$ cat src/rtl/sample_filter_pkg.sv
// Shared types and helpers for the sample filter pipeline: FSM states,
// default sizing and the packed-variable slot extractor.
package sample_filter_pkg;

    localparam int DEF_NUM_VARS = 50;
    localparam int DEF_VAR_W    = 8;
    localparam int DEF_NUM_CONS = 50;
    localparam int DEF_TAG_W    = 8;
    localparam int DEF_CNT_W    = 32;

    // Upper bounds for the slot extractor; instances must stay within them.
    localparam int MAX_DATA_W = 4096;
    localparam int MAX_VAR_W  = 64;

    typedef enum logic [1:0] {
        IDLE,
        RUN,
        DRAIN,
        DONE
    } state_e;

    function automatic logic [MAX_VAR_W-1:0] var_slot(
        input logic [MAX_DATA_W-1:0] data,
        input int unsigned           k,
        input int unsigned           var_w
    );
        logic [MAX_VAR_W-1:0] mask;
        mask = ~({MAX_VAR_W{1'b1}} << var_w);
        return MAX_VAR_W'(data >> (k * var_w)) & mask;
    endfunction

endpackage

$ cat src/rtl/sample_filter_if.sv
// Candidate/result stream bundle between the sampler source, the filter
// pipeline and the downstream consumer.
interface sample_filter_if
    import sample_filter_pkg::*;
#(
    parameter int NUM_VARS = DEF_NUM_VARS,
    parameter int VAR_W    = DEF_VAR_W,
    parameter int NUM_CONS = DEF_NUM_CONS,
    parameter int TAG_W    = DEF_TAG_W
) ();

    logic                      in_valid;
    logic                      in_ready;
    logic [NUM_VARS*VAR_W-1:0] in_data;
    logic [TAG_W-1:0]          in_tag;
    logic                      out_valid;
    logic                      out_ready;
    logic [NUM_VARS*VAR_W-1:0] out_data;
    logic [TAG_W-1:0]          out_tag;
    logic                      out_sat;
    logic [NUM_CONS-1:0]       out_fail_mask;

    modport master (
        output in_valid, in_data, in_tag, out_ready,
        input  in_ready, out_valid, out_data, out_tag, out_sat, out_fail_mask
    );

    modport slave (
        input  in_valid, in_data, in_tag, out_ready,
        output in_ready, out_valid, out_data, out_tag, out_sat, out_fail_mask
    );

endinterface

$ cat src/rtl/constraint_eval.sv
// Combinational constraint set: constraint k is true when variable
// (k mod NUM_VARS) is nonzero.
module constraint_eval
    import sample_filter_pkg::*;
#(
    parameter int NUM_VARS = DEF_NUM_VARS,
    parameter int VAR_W    = DEF_VAR_W,
    parameter int NUM_CONS = DEF_NUM_CONS
) (
    input  logic [NUM_VARS*VAR_W-1:0] vars,
    output logic [NUM_CONS-1:0]       cons_vec
);

    logic [MAX_DATA_W-1:0] vars_ext;

    assign vars_ext = MAX_DATA_W'(vars);

    for (genvar k = 0; k < NUM_CONS; k++) begin : g_cons
        assign cons_vec[k] = |var_slot(vars_ext, k % NUM_VARS, VAR_W);
    end

endmodule

$ cat src/rtl/sample_filter_pipe.sv
// Two-stage streaming constraint filter with run control, a satisfying-sample
// target and saturating statistics counters.
module sample_filter_pipe
    import sample_filter_pkg::*;
#(
    parameter int NUM_VARS = DEF_NUM_VARS,
    parameter int VAR_W    = DEF_VAR_W,
    parameter int NUM_CONS = DEF_NUM_CONS,
    parameter int TAG_W    = DEF_TAG_W,
    parameter int CNT_W    = DEF_CNT_W
) (
    input  logic             clk,
    input  logic             rst,
    input  logic             start,
    input  logic [CNT_W-1:0] target,
    input  logic             emit_all,
    sample_filter_if.slave   bus,
    output logic [CNT_W-1:0] checked_cnt,
    output logic [CNT_W-1:0] sat_cnt,
    output logic             busy,
    output logic             done
);

    localparam int DATA_W = NUM_VARS * VAR_W;

    state_e              state_q, state_d;
    logic [CNT_W-1:0]    target_q, target_d;
    logic                emit_all_q, emit_all_d;
    logic [CNT_W-1:0]    checked_q, checked_d;
    logic [CNT_W-1:0]    sat_q, sat_d;
    logic                s1_valid_q, s1_valid_d;
    logic [DATA_W-1:0]   s1_data_q, s1_data_d;
    logic [TAG_W-1:0]    s1_tag_q, s1_tag_d;
    logic                s2_valid_q, s2_valid_d;
    logic [DATA_W-1:0]   s2_data_q, s2_data_d;
    logic [TAG_W-1:0]    s2_tag_q, s2_tag_d;
    logic                s2_sat_q, s2_sat_d;
    logic [NUM_CONS-1:0] s2_fail_q, s2_fail_d;

    logic [NUM_CONS-1:0] cons_vec;
    logic                stall;
    logic                in_ready;
    logic                accept;
    logic                sat_hs;
    logic                target_hit;

    constraint_eval #(
        .NUM_VARS (NUM_VARS),
        .VAR_W    (VAR_W),
        .NUM_CONS (NUM_CONS)
    ) u_eval (
        .vars     (s1_data_q),
        .cons_vec (cons_vec)
    );

    always_comb begin
        // NOTE: every _d takes its hold value first, so no branch below can leave one unassigned and infer a latch.
        state_d    = state_q;
        target_d   = target_q;
        emit_all_d = emit_all_q;
        checked_d  = checked_q;
        sat_d      = sat_q;
        s1_valid_d = s1_valid_q;
        s1_data_d  = s1_data_q;
        s1_tag_d   = s1_tag_q;
        s2_valid_d = s2_valid_q;
        s2_data_d  = s2_data_q;
        s2_tag_d   = s2_tag_q;
        s2_sat_d   = s2_sat_q;
        s2_fail_d  = s2_fail_q;

        stall    = s2_valid_q && !bus.out_ready;
        in_ready = (state_q == RUN) && !stall;
        accept   = bus.in_valid && in_ready;
        sat_hs   = s2_valid_q && bus.out_ready && s2_sat_q;

        if (sat_hs && (sat_q != '1)) sat_d = sat_q + CNT_W'(1);
        // Include this cycle's handshake so the sample entering S2 cannot overshoot.
        target_hit = (target_q != '0) && (sat_d >= target_q);

        if (!stall) begin
            s1_valid_d = accept;
            if (accept) begin
                s1_data_d = bus.in_data;
                s1_tag_d  = bus.in_tag;
            end
            s2_valid_d = 1'b0;
            if (s1_valid_q) begin
                if (checked_q != '1) checked_d = checked_q + CNT_W'(1);
                if (!target_hit && (emit_all_q || (&cons_vec))) begin
                    s2_valid_d = 1'b1;
                    s2_data_d  = s1_data_q;
                    s2_tag_d   = s1_tag_q;
                    s2_sat_d   = &cons_vec;
                    s2_fail_d  = ~cons_vec;
                end
            end
        end

        case (state_q)
            IDLE, DONE: begin
                if (start) begin
                    state_d    = RUN;
                    target_d   = target;
                    emit_all_d = emit_all;
                    checked_d  = '0;
                    sat_d      = '0;
                end
            end
            RUN:     if (target_hit) state_d = DRAIN;
            DRAIN:   if (!s1_valid_q && !s2_valid_q) state_d = DONE;
            default: state_d = IDLE;
        endcase
    end

    // NOTE: registers use non-blocking assignment so every flop samples the pre-edge _d values.
    always_ff @(posedge clk) begin
        if (rst) begin
            state_q    <= IDLE;
            target_q   <= '0;
            emit_all_q <= 1'b0;
            checked_q  <= '0;
            sat_q      <= '0;
            s1_valid_q <= 1'b0;
            s1_data_q  <= '0;
            s1_tag_q   <= '0;
            s2_valid_q <= 1'b0;
            s2_data_q  <= '0;
            s2_tag_q   <= '0;
            s2_sat_q   <= 1'b0;
            s2_fail_q  <= '0;
        end else begin
            state_q    <= state_d;
            target_q   <= target_d;
            emit_all_q <= emit_all_d;
            checked_q  <= checked_d;
            sat_q      <= sat_d;
            s1_valid_q <= s1_valid_d;
            s1_data_q  <= s1_data_d;
            s1_tag_q   <= s1_tag_d;
            s2_valid_q <= s2_valid_d;
            s2_data_q  <= s2_data_d;
            s2_tag_q   <= s2_tag_d;
            s2_sat_q   <= s2_sat_d;
            s2_fail_q  <= s2_fail_d;
        end
    end

    assign bus.in_ready      = in_ready;
    assign bus.out_valid     = s2_valid_q;
    assign bus.out_data      = s2_data_q;
    assign bus.out_tag       = s2_tag_q;
    assign bus.out_sat       = s2_sat_q;
    assign bus.out_fail_mask = s2_fail_q;
    assign checked_cnt       = checked_q;
    assign sat_cnt           = sat_q;
    assign busy              = (state_q == RUN) || (state_q == DRAIN);
    assign done              = (state_q == DONE);

endmodule

$ cat src/flat_wrapper.sv
// flat-port wrapper written by rule: the top's interface ports become plain ports
module sample_filter_pipe_flat import sample_filter_pkg::*;
#(
    parameter int NUM_VARS = DEF_NUM_VARS,
    parameter int VAR_W    = DEF_VAR_W,
    parameter int NUM_CONS = DEF_NUM_CONS,
    parameter int TAG_W    = DEF_TAG_W,
    parameter int CNT_W    = DEF_CNT_W
)
  (clk, rst, start, target, emit_all, checked_cnt, sat_cnt, busy, done, bus_in_valid, bus_in_data, bus_in_tag, bus_out_ready, bus_in_ready, bus_out_valid, bus_out_data, bus_out_tag, bus_out_sat, bus_out_fail_mask);
  sample_filter_if #(.NUM_VARS(NUM_VARS), .VAR_W(VAR_W), .NUM_CONS(NUM_CONS), .TAG_W(TAG_W)) bus_i ();
  input  logic clk;
  input  logic rst;
  input  logic start;
  input  logic [CNT_W-1:0] target;
  input  logic emit_all;
  output logic [CNT_W-1:0] checked_cnt;
  output logic [CNT_W-1:0] sat_cnt;
  output logic busy;
  output logic done;
  input wire logic [$bits(bus_i.in_valid)-1:0] bus_in_valid;
  input wire logic [$bits(bus_i.in_data)-1:0] bus_in_data;
  input wire logic [$bits(bus_i.in_tag)-1:0] bus_in_tag;
  input wire logic [$bits(bus_i.out_ready)-1:0] bus_out_ready;
  output wire logic [$bits(bus_i.in_ready)-1:0] bus_in_ready;
  output wire logic [$bits(bus_i.out_valid)-1:0] bus_out_valid;
  output wire logic [$bits(bus_i.out_data)-1:0] bus_out_data;
  output wire logic [$bits(bus_i.out_tag)-1:0] bus_out_tag;
  output wire logic [$bits(bus_i.out_sat)-1:0] bus_out_sat;
  output wire logic [$bits(bus_i.out_fail_mask)-1:0] bus_out_fail_mask;
  assign bus_i.in_valid = bus_in_valid;
  assign bus_i.in_data = bus_in_data;
  assign bus_i.in_tag = bus_in_tag;
  assign bus_i.out_ready = bus_out_ready;
  assign bus_in_ready = bus_i.in_ready;
  assign bus_out_valid = bus_i.out_valid;
  assign bus_out_data = bus_i.out_data;
  assign bus_out_tag = bus_i.out_tag;
  assign bus_out_sat = bus_i.out_sat;
  assign bus_out_fail_mask = bus_i.out_fail_mask;
  sample_filter_pipe #(.NUM_VARS(NUM_VARS), .VAR_W(VAR_W), .NUM_CONS(NUM_CONS), .TAG_W(TAG_W), .CNT_W(CNT_W)) u_core (.clk(clk), .rst(rst), .start(start), .target(target), .emit_all(emit_all), .bus(bus_i), .checked_cnt(checked_cnt), .sat_cnt(sat_cnt), .busy(busy), .done(done));
endmodule
$ cat config.mk
export PLATFORM = sky130hd
export DESIGN_NAME = sample_filter_pipe_flat
export DESIGN_NICKNAME = d
export VERILOG_FILES = /design/src/rtl/sample_filter_pkg.sv /design/src/rtl/sample_filter_if.sv /design/src/rtl/constraint_eval.sv /design/src/rtl/sample_filter_pipe.sv /design/src/flat_wrapper.sv
export SDC_FILE = /design/constraint.sdc
export NUM_CORES = 2
export LEC_CHECK = 0
export CAP_MARGIN = 5
export CORE_AREA = 2 2 378 380
export CTS_BUF_LIST = sky130_fd_sc_hd__clkbuf_4
export CTS_CLUSTER_DIAMETER = 50
export DETAILED_ROUTE_END_ITERATION = 7
export DIE_AREA = 0 0 380 382
export GPL_ROUTABILITY_DRIVEN = 0
export PLACE_DENSITY = 0.54
export SYNTH_ARGS = -nofsm -noshare
export SYNTH_HDL_FRONTEND = slang
export SYNTH_SLANG_ARGS = --single-unit
export TNS_END_PERCENT = 10
$ cat constraint.sdc
create_clock -name clk -period 5.2 [get_ports clk]
set_input_delay 1.04 -clock clk [delete_from_list [all_inputs] [get_ports clk]]
set_output_delay 1.04 -clock clk [all_outputs]
set_load 0.05 [all_outputs]
# Word-level counts from Yosys, hierarchy flattened
# Index checks and enable logic that the tools add are counted.
# W data, S select, Z words.
op_classes:
  n_addsub: 2
  order_cmp: 1
  n_eq_ne: 8
  muxes: 14
  bitwise_logic: 2
  n_reduce_logical: 74
op_table:
  columns: ["cell", "n"]
  rows:
  - ["$reduce_or A8 Y1", 50]
  - ["$mux W32", 8]
  - ["$add A32 B1 Y32 const B", 2]
  - ["$ne A32 B32 Y1 const B", 2]
  - ["$not A50 Y50", 1]
  - ["$reduce_and A50 Y1", 1]
  - ["$ge A32 B32 Y1", 1]
  - ["$reduce_bool A32 Y1", 1]
  - ["$logic_and A1 B1 Y1", 9]
  - ["$mux W2", 3]
  - ["$pmux W2 S3", 1]
  - ["$reduce_and A3 Y1", 2]
  - ["$logic_not A1 Y1", 5]
  - ["$eq A2 B2 Y1 const B", 2]
  - ["$ne A2 B1 Y1 const B", 2]
  - ["$reduce_and A2 Y1", 2]
  - ["$eq A2 B1 Y1 const B", 1]
  - ["$logic_not A2 Y1", 1]
  - ["$logic_or A1 B1 Y1", 2]
  - ["$mux W1", 2]
  - ["$ne A2 B2 Y1 const B", 1]
  - ["$reduce_or A2 Y1", 1]
  - ["$not A1 Y1", 1]
totals:
  reg_bits: 968
  inputBits: 446
  out_inout_bits: 527
  word_cells: 114

# Logic depth before layout (Yosys ltp)
logic_depth:
  ltp_word: 10
  depth_mapped: 18
  ltp_nobuf: 15

# Modules after synthesis
# A second synthesis with hierarchy kept.
unflattened:
  cells_unflattened: 4615
  area_unflattened_um2: 40391.2
modules_own_cells:
  columns: ["mod", "n_inst", "cells_each", "area_each_um2"]
  rows:
  - ["sample_filter_pipe", 1, 4465, 39578.0]
  - ["constraint_eval", 1, 150, 813.3]

# Worst setup path before layout
# OpenSTA, ideal clock, no wires.
synth_path:
  path_kind: "register -> register"
  start: "register u_core.sat_q[13] (netlist: u_core.sat_cnt[13])"
  end: "register u_core.s2_fail_q[47] (netlist: u_core.bus.out_fail_mask[47])"
  setup_ns: 0.123
  arrival_ns: 4.555
  required_ns: 5.077
  slack_ns: 0.522
  stages_incl_launch_ff: 18
  n_path_buf: 4
  synth_period_minus_slack_ns: 4.678
  cell_sequence: "dfxtp_1 nand4_1 nor4_1 nand3_1 or3_1 clkbuf_1 nand2_1 mux2_2 ha_1 a2111o_1 o2111ai_1 a31oi_1 o221a_2 a2111oi_2 buf_4 buf_8 buf_12 mux2_1"
synth_via:
  elab_chain_cells: 8
  elab_cells_between_ends: 9
synth_lines:
  columns: ["element", "line", "text"]
  rows:
  - ["from (decl)", "sample_filter_pipe.sv:30", "logic [CNT_W-1:0] sat_q, sat_d;"]
  - ["from (signal assigned)", "sample_filter_pipe.sv:137", "sat_q <= sat_d;"]
  - ["branches (longest 2 deep; another with $add A32 B1 Y32)", null, null]
  - ["$mux W32 *", "sample_filter_pipe.sv:77", "if (sat_hs && (sat_q != '1)) sat_d = sat_q + CNT_W'(1);"]
  - ["$ge A32 B32 Y1 *", "sample_filter_pipe.sv:79", "target_hit = (target_q != '0) && (sat_d >= target_q);"]
  - ["$logic_and A1 B1 Y1 *", "sample_filter_pipe.sv:79", null]
  - ["$logic_not A1 Y1 *", "sample_filter_pipe.sv:90", "if (!target_hit && (emit_all_q || (&cons_vec))) begin"]
  - ["$logic_and A1 B1 Y1 *", "sample_filter_pipe.sv:90", null]
  - ["$reduce_and A3 Y1 (no line) *", null, null]
  - ["to (signal assigned)", "sample_filter_pipe.sv:145", "s2_fail_q <= s2_fail_d;"]
  - ["to (decl)", "sample_filter_pipe.sv:38", "logic [NUM_CONS-1:0] s2_fail_q, s2_fail_d;"]
# Every way passes the cells marked *.
# A chain may end at the register's enable or synchronous reset.

# Final worst setup path
layout_path:
  start: "register u_core.sat_q[5] (netlist: u_core.sat_cnt[5])"
  end: "register u_core.s2_data_q[259] (netlist: u_core.bus.out_data[259])"
layout_via:
  elab_chain_cells: 8
  elab_cells_between_ends: 9
layout_lines:
  columns: ["element", "line", "text"]
  rows:
  - ["branches (longest 2 deep; another with $add A32 B1 Y32)", null, null]
  - ["$mux W32 *", "sample_filter_pipe.sv:77", null]
  - ["$ge A32 B32 Y1 *", "sample_filter_pipe.sv:79", null]
  - ["$logic_and A1 B1 Y1 *", "sample_filter_pipe.sv:79", null]
  - ["$logic_not A1 Y1 *", "sample_filter_pipe.sv:90", null]
  - ["$logic_and A1 B1 Y1 *", "sample_filter_pipe.sv:90", null]
  - ["$reduce_and A3 Y1 (no line) *", null, null]
  - ["to (signal assigned)", "sample_filter_pipe.sv:142", "s2_data_q <= s2_data_d;"]
  - ["to (decl)", "sample_filter_pipe.sv:35", "logic [DATA_W-1:0] s2_data_q, s2_data_d;"]
# Marked as above.

==> impl_metrics.ini <==
[run_status]
status = complete, no violations

[final_layout]
drive_above_1_share_pct = 10.2
areaGrowthSynthToFinish_pct = 37.3
register_area_um2 = 19400
multiInputGateArea_um2 = 19400
n_fill_cell = 14500
instances_no_fill = 7716
final_nets = 6104
final_cell_mix = clkdlybuf4s50_1, nand2_1, dfxtp_1, nand2b_1, a21oi_1
final_common_cell = clkdlybuf4s50_1
finalInstanceArea_um2 = 55600

[yosys]
syn_inst = 4583
yosysUniqueCellTypes = 43
synth_ff_type = dfxtp_1
async_flop_share_pct = 0
ys_top_cells_by_area = dfxtp_1, nand2b_1, mux2i_1
synth-warning-count = 0
yosysSeqAreaShare_pct = 47.9
syn_nets = 5067
yosysTopAreaCellShare_pct = 47.9
synth_edf_count = 0
syn-cell-area_um2 = 40500
synth_top_area_cell = dfxtp_1
synth.avg_cell_area_um2 = 8.83
ys_ff_latch = 968

[worst_hold_path]
hold_end = u_core.s1_data_q[344]
hold_start = rst
hp-class = in2reg
holdPathStages = 2

[critical_path]
cp_max_fo = 63
ff2ff_setup_slack_ns = 0.28
path_cells = and4_1, and3_1, nand4_1, buf_4, or3_1, nand2_1, xor2_1, ha_1, nand2b_1, a2111o_1, o2111ai_1, a31oi_1, o221a_2, a2111oi_4, buf_12, buf_12, mux2i_1
critPathMostFrequentCell = buf_12
reg2reg_to = u_core.bus.out_data[259]
cp_slowest_stage_delay_ns = 0.51
crit_family = simple AND/OR/NAND/NOR gates
worstSetupStartpointType = flip-flop
path_class = reg2reg
r2r-start = u_core.sat_cnt[5]
worstPathRequired_ns = 6.22
endpoint_kind = flip-flop
crit_buf_inv = 3
cp.arrival_ns = 5.94
cp_slowest_cell = or3_1
reg2reg_depth = 17

[global_route]
antenna_found_initial = 21
grt_start_max_net_pins = 215
grt_pass1_vias = 34700
overflow = 0
grt_pass1_wl_um = 223000
grt.total_usage_pct = 20.4

[placement]
port_buffers = 972
place_area_um2 = 51900
dpl.hpwl_um = 115000
dp.cells = 7202

[drt]
drtIter0Drc = 2086
firstDrtPassIters = 5
ant_nets = 0
route.detailed.drc = 0
drt_wl_total_um = 155000
post_drt_wl_per_cell_um = 20.1
num_vias = 35300
vias_per_cell = 4.57

[clock_network]
cts_buffers = 301
root_buffer = clkbuf_4
htreeDepth = 5
clock_latency_ns = 1.19
clkTransAtPathRegs_ns = 0.07
clockBufferDepth = 4
cts_tree = yes
cts.sinks = 968

[job]
maxCapViolCount = 0

[timing]
final_hold_viol_count = 0
fin_skew_ns = 0.126
worst_pin_slew_ns = 1.17
finalSetupTns_ns = 0
slew_headroom_pct = 21.2
max_freq_ghz = 0.203
maxSlewViolCount = 0
period_minus_slack_ns = 4.92
setup_viol = 0
layout_worst_path_cycle_share_pct = 94.5

[floorplan]
dieArea_um2 = 145000
dieWidth_um = 380
start_util_pct = 28.7
die_h_um = 382
ios = 973
design.core.area_um2 = 141000
rows = 138

[pwr]
p_per_area_nw_per_um2 = 350
seq_power_share_pct = 43.1
pwr-share-comb_pct = 19.4
p_leak_nw = 18.9
total_power_mw = 19.5
pwr-share-clk_pct = 37.5
p_switching_mw = 6.34
switching_share_pct = 32.5
power.internal_mw = 13.1
peakVddDrop_uv = 174
==> registers in the layout (all words and copies together) (netlist names), 2 cells and up <==
name / cells
u_core.bus.out_tag: 8
u_core.target_q: 32
u_core.s1_tag_q: 8
u_core.s1_data_q: 400
u_core.sat_cnt: 32
u_core.bus.out_data: 400
u_core.bus.out_fail_mask: 50
u_core.checked_cnt: 32
u_core.state_q: 2
==> metrics by stage <==
step	worst slack (ns)	utilization (%)	hold slack (ns)
floorplan	0.522	-	0.436
global placement	-0.0154	36.9	0.446
detailed placement	-0.0655	36.9	0.448
CTS	0.0828	39.4	0.164
global route	-0.0108	39.4	0.232
finish	0.285	39.4	0.359
==> cell families after synthesis <==
family | after synthesis | synth area share, %
muxes | 462 | 11.6
adders and majority gates | 38 | 1.17
DFF | 968 | 47.9
xor gates and xnor gates | 59 | 1.28
and+or+nand+nor | 2219 | 27.7
AOI/OAI and AO/OA | 480 | 6.13
buffers and inverters | 357 | 4.25
==> worst max path at each step <==
stage / startpoint / cells after the start / endpoint
final: u_core.sat_cnt[5] / 17 / u_core.bus.out_data[259]
after global routing: u_core.sat_cnt[5] / 18 / u_core.bus.out_data[89]
after CTS: u_core.sat_cnt[5] / 17 / u_core.bus.out_data[93]
after detailed placement: bus_out_ready / 16 / u_core.bus.out_data[95]
after global placement: bus_out_ready / 18 / u_core.bus.out_data[163]
after floorplan: u_core.sat_cnt[13] / 17 / u_core.bus.out_fail_mask[47]
==> power groups by stage <==
stage / Clock, mW / Sequential (mW) / Combinational [mW]
after floorplan: 0 / 8.41 / 2.06
after global placement: 0 / 8.55 / 3.85
after detailed placement: 0 / 8.55 / 3.86
after CTS: 7.58 / 8.39 / 3.88
after global routing: 7.97 / 8.45 / 4.16
final: 7.30 / 8.40 / 3.77
==> what timing repair did <==
| action | 4_1_cts | 5_1_grt |
|---|---|---|
| gates resized for setup | 0 | 2 |
| endpoints found under the setup margin | 0 | 370 |
| endpoints found under the hold margin | 0 | 0 |
| hold buffers | 0 | 0 |
| setup buffers | 0 | 5 |
==> metal layers <==
| metal | track usage, % | routed length, µm | up-vias | part of all wire [%] |
|---|---|---|---|---|
| met4 | 7.60 | 4360 | 18 | 2.8 |
| li1 | - | - | 17300 | - |
| met1 | 24.4 | 65200 | 16600 | 42 |
| met3 | 6.19 | 10400 | 272 | 6.7 |
| met5 | 0 | 124 | - | 0.080 |
| met2 | 34.2 | 74700 | 1079 | 48 |
==> cell usage after synthesis, drive strengths merged, types with 42 or more instances <==
cell / number
nor2b: 85
nand2b: 819
inv: 42
nor4: 114
buf: 63
dfxtp: 968
clkbuf: 252
mux2i: 408
nand2: 971
a21oi: 455
mux2: 54
nor2: 98
==> worst register-to-register path: cells and delay by family, from the launching register on <==
family                   cells  cell delay, ns
multiplexers                 1            0.35
AND/OR/NAND/NOR              6            1.47
XOR/XNOR                     1            0.20
flip-flops                   1            0.43
buffers and inverters        3            0.79
AO/OA/AOI/OAI                5            1.28
adder cells (fa/ha/maj)      1            0.25
==> cell type report <==
cell class,count,share of cell area (%)
diodes,17,0.0765
clock buffers,439,5.93
clock inverters,53,0.477
inverters,42,0.284
multi-input cells,3258,34.9
flip-flops and latches,968,34.9
well taps,1890,4.25
repair buffers,1049,19.2
No activity file was read; power rests on OpenSTA's default activity.
